<file path="src/rtl/xor_descrambler_n.sv">
// xor_descrambler_n: N-bit additive descrambler. Each accepted word is XORed
// with the low N bits of a 7-bit Fibonacci LFSR (x^7 + x^6 + 1). The LFSR
// advances only when a word is accepted. The result goes to a single
// registered output stage that has a valid/ready handshake.
module xor_descrambler_n #(
    parameter int N = 6
) (
    input  logic         clk,
    input  logic         rst_n,
    input  logic         seed_load,
    input  logic [6:0]   seed,
    input  logic         in_valid,
    output logic         in_ready,
    input  logic [N-1:0] in_data,
    output logic         out_valid,
    input  logic         out_ready,
    output logic [N-1:0] out_data,
    output logic [7:0]   word_count
);

    typedef enum logic {
        EMPTY = 1'b0,
        FULL  = 1'b1
    } state_t;

    state_t       state;
    state_t       state_next;
    logic [6:0]   lfsr;
    logic [N-1:0] key;
    logic         accept;
    logic         retire;

    assign key       = lfsr[N-1:0];
    assign out_valid = (state == FULL);

    // in_ready depends only on registered state, out_ready and seed_load.
    // in_valid never reaches it, so there is no combinational loop through upstream.
    assign in_ready = !seed_load && ((state == EMPTY) || out_ready);
    assign accept   = in_valid && in_ready;
    assign retire   = (state == FULL) && out_ready && !accept;

    // Output stage next-state logic: an accept always fills the stage, and a lone retire empties it.
    always_comb begin
        // NOTE: assigning the default first means that every path drives
        // state_next, so no latch is inferred.
        state_next = state;
        case (state)
            EMPTY: if (accept) state_next = FULL;
            FULL:  if (retire) state_next = EMPTY;
            default: state_next = EMPTY;
        endcase
    end

    // Output stage state register.
    always_ff @(posedge clk or negedge rst_n) begin
        // NOTE: use non-blocking assignments for all sequential state, so that every
        // register samples values from before the edge.
        if (!rst_n) state <= EMPTY;
        else        state <= state_next;
    end

    // Keystream generator. A seed load takes priority, and an all-zero seed
    // maps to 7'h7F so that the LFSR cannot lock up. Stalls do not consume keystream.
    always_ff @(posedge clk or negedge rst_n) begin
        if (!rst_n) begin
            lfsr <= 7'h7F;
        end else if (seed_load) begin
            lfsr <= (seed == 7'd0) ? 7'h7F : seed;
        end else if (accept) begin
            lfsr <= {lfsr[5:0], lfsr[6] ^ lfsr[5]};
        end
    end

    // Accepted-word counter. It clears on seed load and wraps modulo 256.
    always_ff @(posedge clk or negedge rst_n) begin
        if (!rst_n) begin
            word_count <= 8'd0;
        end else if (seed_load) begin
            word_count <= 8'd0;
        end else if (accept) begin
            word_count <= word_count + 8'd1;
        end
    end

    // Output data register. It loads the descrambled word on accept and holds it otherwise.
    always_ff @(posedge clk or negedge rst_n) begin
        // NOTE: this datapath register has a reset because out_data must read
        // zero straight after reset. It is not left uninitialised like plain storage.
        if (!rst_n) begin
            out_data <= '0;
        end else if (accept) begin
            out_data <= in_data ^ key;
        end
    end

endmodule

</file>
<file path="config.mk">
export PLATFORM = sky130hd
export DESIGN_NAME = xor_descrambler_n
export DESIGN_NICKNAME = d
export VERILOG_FILES = /design/src/rtl/xor_descrambler_n.sv
export SDC_FILE = /design/constraint.sdc
export NUM_CORES = 1
export LEC_CHECK = 0
export ABC_AREA = 1
export BUFFER_PORTS_ARGS = -buffer_cell sky130_fd_sc_hd__buf_4
export CORE_MARGIN = 5
export CORE_UTILIZATION = 45
export DETAILED_ROUTE_END_ITERATION = 16
export MAX_ROUTING_LAYER = met4
export PLACE_DENSITY_LB_ADDON = 0.25
export SLEW_MARGIN = 5
export SYNTH_ARGS = -nofsm -noshare
export SYNTH_HDL_FRONTEND = slang
export SYNTH_SLANG_ARGS = --single-unit
</file>
<file path="constraint.sdc">
create_clock -name clk -period 1.6 [get_ports clk]
set_clock_uncertainty 0.05 [all_clocks]
set_input_delay 0 -clock clk [delete_from_list [all_inputs] [get_ports clk]]
set_output_delay 0 -clock clk [all_outputs]
set_load 0.005 [all_outputs]
</file>
**Word level (Yosys, flattened, before mapping)**

Index checks and enable logic that the tools add are counted.

- Bits in registers: 22
- Input bits: 18
- Output and inout bits: 16
- Logic and storage cells: 25

- Add/sub/neg operators: 1
- Muxes and demuxes: 8
- Bitwise logic cells: 3
- Reductions and logical operators: 9

Operator list:

| operator | count |
|---|---|
| 7-bit 2-to-1 mux | 3 |
| 8-bit 2-to-1 mux | 2 |
| 8-bit by 1-bit adder with 8-bit output (second input constant) | 1 |
| 7-bit logical NOT | 1 |
| 6-bit XOR | 1 |
| 1-bit logical AND | 4 |
| 1-bit logical NOT | 2 |
| 1-bit 2-to-1 mux | 2 |
| 1-bit one-hot mux with 2 select lines | 1 |
| 2-bit nonzero test | 1 |
| 1-bit logical OR | 1 |
| 1-bit inverter | 1 |
| 1-bit XOR | 1 |

**Depth between registers and ports, before layout**

Gate-level depths: netlist of run 1.

- Depth in word-level cells: 8
- Depth in mapped cells: 9

**Worst setup path before layout of run 1**

OpenSTA, ideal clock, no wires.

- Kind: reg-to-reg
- Start: reg word_count[0]
- End: reg word_count[6]
- Library setup time: 0.117 ns
- Data arrival time: 1.045 ns
- Setup slack: 0.389 ns
- Stages on the path, launching flop included: 9
- Path through: dfrtp_1 > ha_1 > nand2_1 > nor2_1 > nand2_1 > nor2_1 > nand2_1 > nand2_1 > nor2_1

- Longest elaborated chain between the ends: 3

RTL lines:

| element | line | text |
|---|---|---|
| start: declaration | 18 | `output logic [7:0] word_count` |
| start signal: assignment | 81 | `word_count <= word_count + 8'd1;` |
| 8-bit by 1-bit adder with 8-bit output | 81 |  |
| 8-bit 2-to-1 mux | 80 | `end else if (accept) begin` |
| 8-bit 2-to-1 mux | 78 | `end else if (seed_load) begin` |

Every way passes these cells. The select of a mux whose other input is x is not followed.
A chain may end at the register's enable or synchronous reset.

**Worst setup path in the final report of run 1**

Same ends and word-level chain as after synthesis.

==> impl_metrics.yaml, run 1 <==
place:
  io_buffers: 33
  dp_slack_ns: 0.243
  place_area_mm2: 0.00144
  placed_cells: 217
  dp_hpwl_mm: 2.02
  gp_congestion: 0.767
timing:
  setup_slack_ns: 0.202
  max_slew.worst_pin.slew_ns: 0.281
  finalSetupViolCount: 0
  finalCritPeriodShare_pct: 87.4
  holdWs_ns: 0.00334
  fin_crit_ns: 1.40
  maxSlewViolCount: 0
  tns_ns: 0
  timing.fmax_ghz: 0.715
  rsz0062_at_grt: "false"
  hold_viol_final: 0
  relSlewSlack_pct: 81.3
yosys:
  netlist_area_mm2: 0.00118
  synth_nets: 176
  yosys.area_share.simple_pct: 31.4
  ys_seq_elements: 22
  synthDistinctLibCells: 20
  synthAdderAreaFrac_pct: 1.06
  synthXorXnorAreaFrac_pct: 5.20
  avgSynthCellArea_um2: 7.51
  yosys_warnings: 0
  synth_top_family_by_area: "simple AND/OR/NAND/NOR gates"
  synth_compound_area_share_pct: 8.07
  synthCells: 157
  synthMuxAreaShare_pct: 0
  seq_area_frac_synth_pct: 47.5
clock_tree:
  cts_max_path_buffers: 2
  cts_buffers: 3
  clkSlewWorstSetupHoldPaths_ns: 0.13
  post_cts_buffers: 0
  cts_sinks: 22
  htree_levels: 1
  tritoncts: "yes"
  root_buffer: "clkbuf_4"
  insertion_delay_ns: 0.32
  cts_resized: 0
routing:
  viasPerCell: 4.81
  routedWlPerCell_um: 11.5
  remaining_drc_errors: 0
  postRouteAntennaNets: 0
  drt-total-wl_mm: 2.70
  dr_total_vias: 1125
  drt_iter0_drc: 33
  dr.pass1.iters: 4
finish:
  drive_gt1_share_pct: 24.5
  design_area_mm2: 0.00160
  mostFrequentLayoutCells: "nand2_1, buf_4, nor2_1"
  fin_nets: 224
  layout_commonest_cell: "nand2_1"
  syn2layout_area_growth_pct: 35.4
  diodes: 0
  instances_no_fill: 234
setup_path:
  cp.required_ns: 1.78
  crit_path_max_fanout: 5
  cp-end-kind: "register"
  path_cells: "ha_1 > nand2_1 > nor2_1 > nand2_1 > nor2_1 > nand2_1 > nand2_1 > nor2_1"
  cp_common_cell: "nand2_1"
  cp_slowest_cell: "dfrtp_1"
  crit_type: "register to register"
  start_kind: "register"
  arrival_ns: 1.58
  critical_path.max_stage_delay_ns: 0.45
power_and_ir_drop:
  ir_drop_v: 0.000443
  power_density_mw_per_mm2: 813
  p_leak_nw: 0.787
die:
  dieArea_mm2: 0.00374
  initial_core_util_pct: 47.1
  top_level_ports: 34
  rows: 18
  die_h_um: 61.2
  core_mm2: 0.00250
  die_w_um: 61.2
grt:
  grt_pass1_wl_mm: 4.49
  grt.total_usage_pct: 16.8
  grt_max_degree: 23
  gr-total-overflow: 0
  grt_pass1_vias: 1042
  grt_antenna_before_repair: 0
worst_hold_path:
  min_path_type: "input port to register"
run:
  maxCapViolations: 0
outcome:
  outcome: "finished clean"
## synthesized netlist by cell type
| cell type | count | area (µm²) |
|---|---|---|
| xnor2_1 | 7 | 61.3 |
| inv_1 | 9 | 33.8 |
| o21ai_1 | 1 | 5.00 |
| nor2_2 | 1 | 6.26 |
| nand2_1 | 52 | 195 |
| nor2_1 | 33 | 124 |
| buf_6 | 2 | 22.5 |
| ha_1 | 1 | 12.5 |
| buf_2 | 2 | 10.0 |
| nor3_1 | 1 | 5.00 |
| nand2_2 | 1 | 6.26 |
| inv_4 | 1 | 6.26 |
| inv_2 | 2 | 7.51 |
| dfstp_2 | 7 | 184 |
| nand4_1 | 1 | 6.26 |
| o21ai_0 | 16 | 80.1 |
| a21oi_1 | 2 | 10.0 |
| nand3_1 | 2 | 10.0 |
| nand3_4 | 1 | 17.5 |
| dfrtp_1 | 15 | 375 |
## path summary, 6_finish.rpt
kind	start	endpoint	slack (ns)	cells after the start
max in group asynchronous	rst_n	lfsr[0]	1.17	2
max reg2reg	word_count[0]	word_count[6]	0.20	8
min reg2reg	lfsr[6]	lfsr[6]	0.44	2
max	word_count[0]	word_count[6]	0.20	8
min	seed[1]	lfsr[1]	0.003	5
min in group asynchronous	rst_n	out_data[0]	0.04	2
## timing repair
| item | CTS | global route |
|---|---|---|
| hold buffers | 13 | 0 |
| endpoints found under the hold margin | 34 | 0 |
| endpoints found under the setup margin | 0 | 0 |
## per-stage QoR
step | utilization, % | total power (W)
after CTS | 63.8 | 0.00131
after global routing | 63.8 | 0.00138
after floorplan | - | 0.000861
final | 63.8 | 0.00130
after detailed placement | 57.6 | 0.00102
after global placement | 57.6 | 0.00100
## state kept, by name, indices dropped and copies added, names as in the netlist
register / flops
out_valid: 1
out_data: 6
word_count: 8
lfsr: 7
## power by group
| group | internal (W) | switching [W] |
|---|---|---|
| combinational | 0.000177 | 0.000145 |
| sequential | 0.000648 | 0.0000576 |
| clock | 0.0000975 | 0.000171 |
## cell type report
type                       count  area [µm²]
fill                         223         905
sequential                    22         559
multi-input combinational    119         539
timing repair buffer          47         385
inverter                      12        47.5
tap                           30        37.5
clock buffer                   4        26.3
## metal layers
layer  track usage, %  vias up  share of wire [%]
met5                -        -                  0
met4             7.43        0                2.0
met3             2.52        5                5.2
met2             27.3       29                 49
met1             20.6      511                 44
li1                 -      580                  -
## logic make-up after synthesis
family | after synthesis
fa+ha+maj | 1
compound gates | 19
flops | 22
buf+inv | 16
simple gates | 92
xor+xnor | 7
## worst max-delay path, delay by kind of cell, from the launching register on
| family | cells | cell delay [ns] |
|---|---|---|
| AND/OR/NAND/NOR | 7 | 0.60 |
| flip-flops | 1 | 0.45 |
| adder cells (fa/ha/maj) | 1 | 0.21 |
Note: power is estimated with default switching activity, not from simulation.
==> run 2: changes to the inputs <==
- CELL_PAD_IN_SITES_DETAIL_PLACEMENT: not set -> 1
- CELL_PAD_IN_SITES_GLOBAL_PLACEMENT: not set -> 2
- CORE_UTILIZATION: 45 -> 28
==> run 2 against run 1 <==
- sequential share of layout area down 0.22 points
- critical path depth unchanged
- worst setup slack better by 0.0075 ns
- first-iteration DRC count up 52%
- clock-buffer cell count down 1
- register-to-register slack about the same
- via count down 0.98%
- final area up 0.63%
- global-route usage down 4.1 points
- die area up 50%
- utilization down 24 points
- sequential power about the same
==> impl_metrics.yaml, run 2 (synthesis results as in run 1) <==
worst_hold_path:
  hold_depth: 5
  min_path_type: "input port to register"
place:
  dp_hpwl_mm: 2.40
  gp_congestion: 0.723
  io_buffers: 33
  dp_slack_ns: 0.205
  place_area_mm2: 0.00146
die:
  dieArea_mm2: 0.00561
  initial_core_util_pct: 29.3
  die_h_um: 74.9
  top_level_ports: 34
  die_w_um: 74.9
  core_mm2: 0.00403
  rows: 23
clock_tree:
  cts_hold_buf: 7
  cts_resized: 0
  root_buffer: "clkbuf_8"
  post_cts_buffers: 0
  cts_sinks: 22
  insertion_delay_ns: 0.26
  htree_levels: 1
  tritoncts: "yes"
  cts_max_path_buffers: 2
  clkSlewWorstSetupHoldPaths_ns: 0.08
  cts_buffers: 3
routing:
  postRouteAntennaNets: 0
  routedWlPerCell_um: 12.5
  viasPerCell: 4.49
  dr_total_vias: 1114
  remaining_drc_errors: 0
  drt-total-wl_mm: 3.11
  dr.pass1.iters: 4
  drt_iter0_drc: 50
setup_path:
  cp-end-kind: "register"
  crit_path_max_fanout: 5
  arrival_ns: 1.50
  reg2reg_depth: 8
  start_kind: "register"
  crit_type: "register to register"
  cp.required_ns: 1.71
grt:
  grt_antenna_before_repair: 0
  grt_pass1_wl_mm: 5.32
  grt_pass1_vias: 1172
  grt.total_usage_pct: 12.7
  grt_max_degree: 23
  gr-total-overflow: 0
power_and_ir_drop:
  power_density_mw_per_mm2: 960
  p_leak_nw: 0.782
  power_w: 0.00154
  ir_drop_v: 0.000516
timing:
  finalCritPeriodShare_pct: 86.9
  maxSlewViolCount: 0
  finalSetupViolCount: 0
  relSlewSlack_pct: 80.9
  hold_viol_final: 0
  rsz0062_at_grt: "false"
  max_slew.worst_pin.slew_ns: 0.287
  setup_slack_ns: 0.209
  fin_crit_ns: 1.39
  timing.fmax_ghz: 0.719
  tns_ns: 0
finish:
  largestRegisters: "word_count (8), lfsr (7), out_data (6)"
  multi_input_area_um2: 539
  seqCellArea_um2: 559
  design_area_mm2: 0.00161
  drive_gt1_share_pct: 25.8
  top_register: "word_count"
  syn2layout_area_growth_pct: 36.2
  layout_commonest_cell: "nand2_1"
  fin_nets: 218
  fillers: 516
  diodes: 0
  largest_reg_flops: 8
  mostFrequentLayoutCells: "nand2_1, buf_4, nor2_1"
outcome:
  outcome: "finished clean"
run:
  maxCapViolations: 0
[run 2: final timing paths]
path	startpoint	to	slack [ns]
worst min-delay path	seed[4]	lfsr[4]	0.008
max in group asynchronous	rst_n	lfsr[2]	1.12
worst max-delay path	word_count[0]	word_count[6]	0.21
worst max register to register	word_count[0]	word_count[6]	0.21
min in group asynchronous	rst_n	out_data[3]	0.11
worst min register to register	lfsr[6]	lfsr[6]	0.44
[run 2: layout make-up]
type	count	area share, %
Multi-Input combinational cell	119	33.6
Clock buffer	3	2.57
Clock inverter	1	1.87
Sequential cell	22	34.8
Tap cell	50	3.90
Timing Repair Buffer	41	20.3
Inverter	12	2.96
[run 2: layer usage]
metal / vias to the layer above / global-route usage [%] / wire length [µm]
met5: - / - / 0
met4: 0 / 5.93 / 58
met3: 4 / 1.20 / 126
met2: 24 / 20.1 / 1460
met1: 517 / 16.3 / 1460
li1: 569 / - / -
[run 2: report_power, final]
| part | switching [W] | leakage, nW | internal, W |
|---|---|---|---|
| registers | 0.0000575 | 0.271 | 0.000648 |
| clock network | 0.000186 | 0.0357 | 0.000334 |
| logic | 0.000148 | 0.476 | 0.000167 |
| total | 0.000391 | 0.782 | 0.00115 |
[run 2: per-stage QoR]
stage / utilization [%] / instances / hold slack [ns]
final: 39.8 / 248 / 0.00765
after global routing: 39.8 / 248 / 0.0343
after CTS: 39.8 / 248 / 0.00492
after detailed placement: 36.3 / 237 / -0.139
after global placement: 36.3 / 237 / -0.138
after floorplan: - / 157 / -0.346
[run 2: worst max-delay path: stages (launching register included)]
cell and delay (ns):
dfrtp_1 0.43, ha_1 0.19, nand2_1 0.08, nor2_1 0.14, nand2_1 0.06, nor2_1 0.16, nand2_1 0.07, nand2_1 0.06
nor2_1 0.04
==> run 3: changes to the inputs <==
- ABC_AREA: 1 -> 0
- CORE_UTILIZATION: 28 -> 30
==> run 3 against run 2 <==
- first-iteration DRC count down 68%
- fmax down 9.3%
- utilization up 5.3 points
- global-route usage up 1.3 points
- final cell count down 16%
- clock-buffer cell count up 1
- register-to-register slack about the same
==> impl_metrics.yaml, run 3 <==
outcome:
  outcome: "finished clean"
finish:
  largest_reg_flops: 8
  layout_commonest_cell: "buf_4"
  drive_gt1_share_pct: 33.8
  diodes: 0
  largestRegisters: "word_count (8), lfsr (7), out_data (6)"
  top_register: "word_count"
  fin_nets: 180
  syn2layout_area_growth_pct: 47.2
  mostFrequentLayoutCells: "buf_4, dfrtp_1, dlygate4sd3_1"
yosys:
  synthFlopType: "dfrtp_1"
  yosysMostFrequentCell: "dfrtp_1"
  yosys_warnings: 0
  synth_nets: 130
  synth_edf_count: 0
  asyncSetResetFlopFracSynth_pct: 100
  seq_area_frac_synth_pct: 50.2
  synth_top_cell_by_area: "dfrtp_1"
  ys_seq_elements: 22
  netlist_area_mm2: 0.00111
  synthTopCellsByArea: "dfrtp_1, dfstp_2, xnor2_1"
  synth_top_area_share_pct: 33.7
  avgSynthCellArea_um2: 10.0
  synthDistinctLibCells: 27
  synthCells: 111
  synth_common_cells: "dfrtp_1, nor2_1, nand2_1"
die:
  core_mm2: 0.00363
  die_h_um: 70.9
  dieArea_mm2: 0.00503
  rows: 22
  top_level_ports: 34
  die_w_um: 70.9
  initial_core_util_pct: 30.6
setup_path:
  crit_buf_inv: 2
  path_cells: "dlygate4sd3_1 > or4_4 > nor4_4 > buf_6 > nor2_1 > a21oi_1"
  arrival_ns: 1.67
  cp_slowest_cell: "dlygate4sd3_1"
  start_kind: "input port"
  crit_path_max_fanout: 7
  crit_type: "input port to register"
  reg2reg_slack_ns: 0.20
  path_delay_family: "simple AND/OR/NAND/NOR gates"
  cp.required_ns: 1.74
  cp-end-kind: "register"
  critical_path.max_stage_delay_ns: 0.56
clock_tree:
  tritoncts: "yes"
  root_buffer: "clkbuf_8"
  cts_max_path_buffers: 2
  htree_levels: 1
  cts_buffers: 3
  cts_sinks: 22
  clkSlewWorstSetupHoldPaths_ns: 0.08
  insertion_delay_ns: 0.26
grt:
  grt_pass1_wl_mm: 5.45
  grt_max_degree: 24
  grt.total_usage_pct: 14.0
  gr-total-overflow: 0
  grt_antenna_before_repair: 0
  grt_pass1_vias: 1128
timing:
  setup_slack_ns: 0.0669
  rsz0062_at_grt: "false"
  finalCritPeriodShare_pct: 95.8
  hold_viol_final: 0
  maxSlewViolCount: 0
  timing.fmax_ghz: 0.652
  fin_crit_ns: 1.53
  max_slew.worst_pin.slew_ns: 0.349
  tns_ns: 0
  finalSetupViolCount: 0
  relSlewSlack_pct: 76.4
place:
  dp_hpwl_mm: 2.17
  io_buffers: 33
  gp_congestion: 0.824
  dp_slack_ns: 0.215
routing:
  routedWlPerCell_um: 15.1
  dr_total_vias: 1002
  remaining_drc_errors: 0
  drt_iter0_drc: 16
  drt-total-wl_mm: 3.14
  dr.pass1.iters: 4
  postRouteAntennaNets: 0
  viasPerCell: 4.82
power_and_ir_drop:
  p_leak_nw: 0.744
  power_density_mw_per_mm2: 845
  ir_drop_v: 0.000293
run:
  maxCapViolations: 0
worst_hold_path:
  min_path_type: "input port to register"
[run 3: worst paths after layout]
path                             start             to  depth (start not counted)
setup / recovery               seed[5]        lfsr[6]                          6
hold / removal                in_valid  word_count[1]                          3
setup reg to reg             out_valid        lfsr[6]                          4
hold reg to reg            out_data[0]    out_data[0]                          2
max in group asynchronous        rst_n        lfsr[6]                          2
min in group asynchronous        rst_n    out_data[3]                          2
[run 3: cells by family (layout without fill, tap and decap cells)]
| kind of cell | Yosys count | count (layout) | share of synthesized area (%) |
|---|---|---|---|
| flip-flops | 22 | 22 | 50.2 |
| AND/OR/NAND/NOR | 46 | 46 | 23.8 |
| XOR/XNOR | 13 | 13 | 10.2 |
| multiplexers | 1 | 1 | 0.899 |
| adder cells (fa/ha/maj) | 1 | 1 | 1.12 |
| buffers and inverters | 5 | 54 | 1.80 |
| AO/OA/AOI/OAI | 23 | 23 | 11.9 |
[run 3: worst reg2reg max path, stage by stage, from the launching register on]
cell and delay [ns]:
dfrtp_1 0.40, nand2b_1 0.17, nand2_1 0.26, a211oi_1 0.36, a21oi_1 0.09
[run 3: power breakdown]
part	total [W]	leakage (nW)	switching [W]	internal [W]
clock	0.000407	0.0288	0.000187	0.000219
combinational	0.000301	0.444	0.000131	0.000170
sequential	0.000678	0.271	0.0000460	0.000632
total	0.00139	0.744	0.000365	0.00102
[run 3: what timing repair did]
action / 4_1_cts / 5_1_grt
resized for setup: 0 / 8
buffers inserted: 0 / 1
endpoints found under the setup margin: 0 / 7
hold buffers: 15 / 0
endpoints found under the hold margin: 36 / 0
[run 3: per-layer routing]
metal | vias to the layer above | part of all wire (%) | GRT usage [%]
li1 | 483 | - | -
met1 | 499 | 43 | 16.9
met2 | 18 | 53 | 24.1
met3 | 2 | 3.6 | 2.27
met4 | 0 | 0.57 | 3.76
met5 | - | 0 | -
[run 3: area by class of cell]
| class | count | area (µm²) |
|---|---|---|
| fill | 425 | 1990 |
| timing repair buffer | 50 | 419 |
| multi-input combinational | 84 | 546 |
| clock buffer | 4 | 55.1 |
| sequential | 22 | 559 |
| tap | 48 | 60.1 |
[run 3: per-stage QoR]
step / utilization (%) / cells / hold WS [ns] / cell area, µm² / total power (W)
2_1_floorplan: - / 111 / -0.346 / 1110 / 0.000804
5_1_grt: 45.1 / 208 / 0.0332 / 1640 / 0.00148
3_5_place_dp: 39.2 / 190 / -0.139 / 1420 / 0.000964
6_report: 45.1 / 208 / 0.0296 / 1640 / 0.00139
4_1_cts: 44.8 / 209 / 0.0256 / 1630 / 0.00140
3_3_place_gp: 39.2 / 190 / -0.141 / 1420 / 0.000955
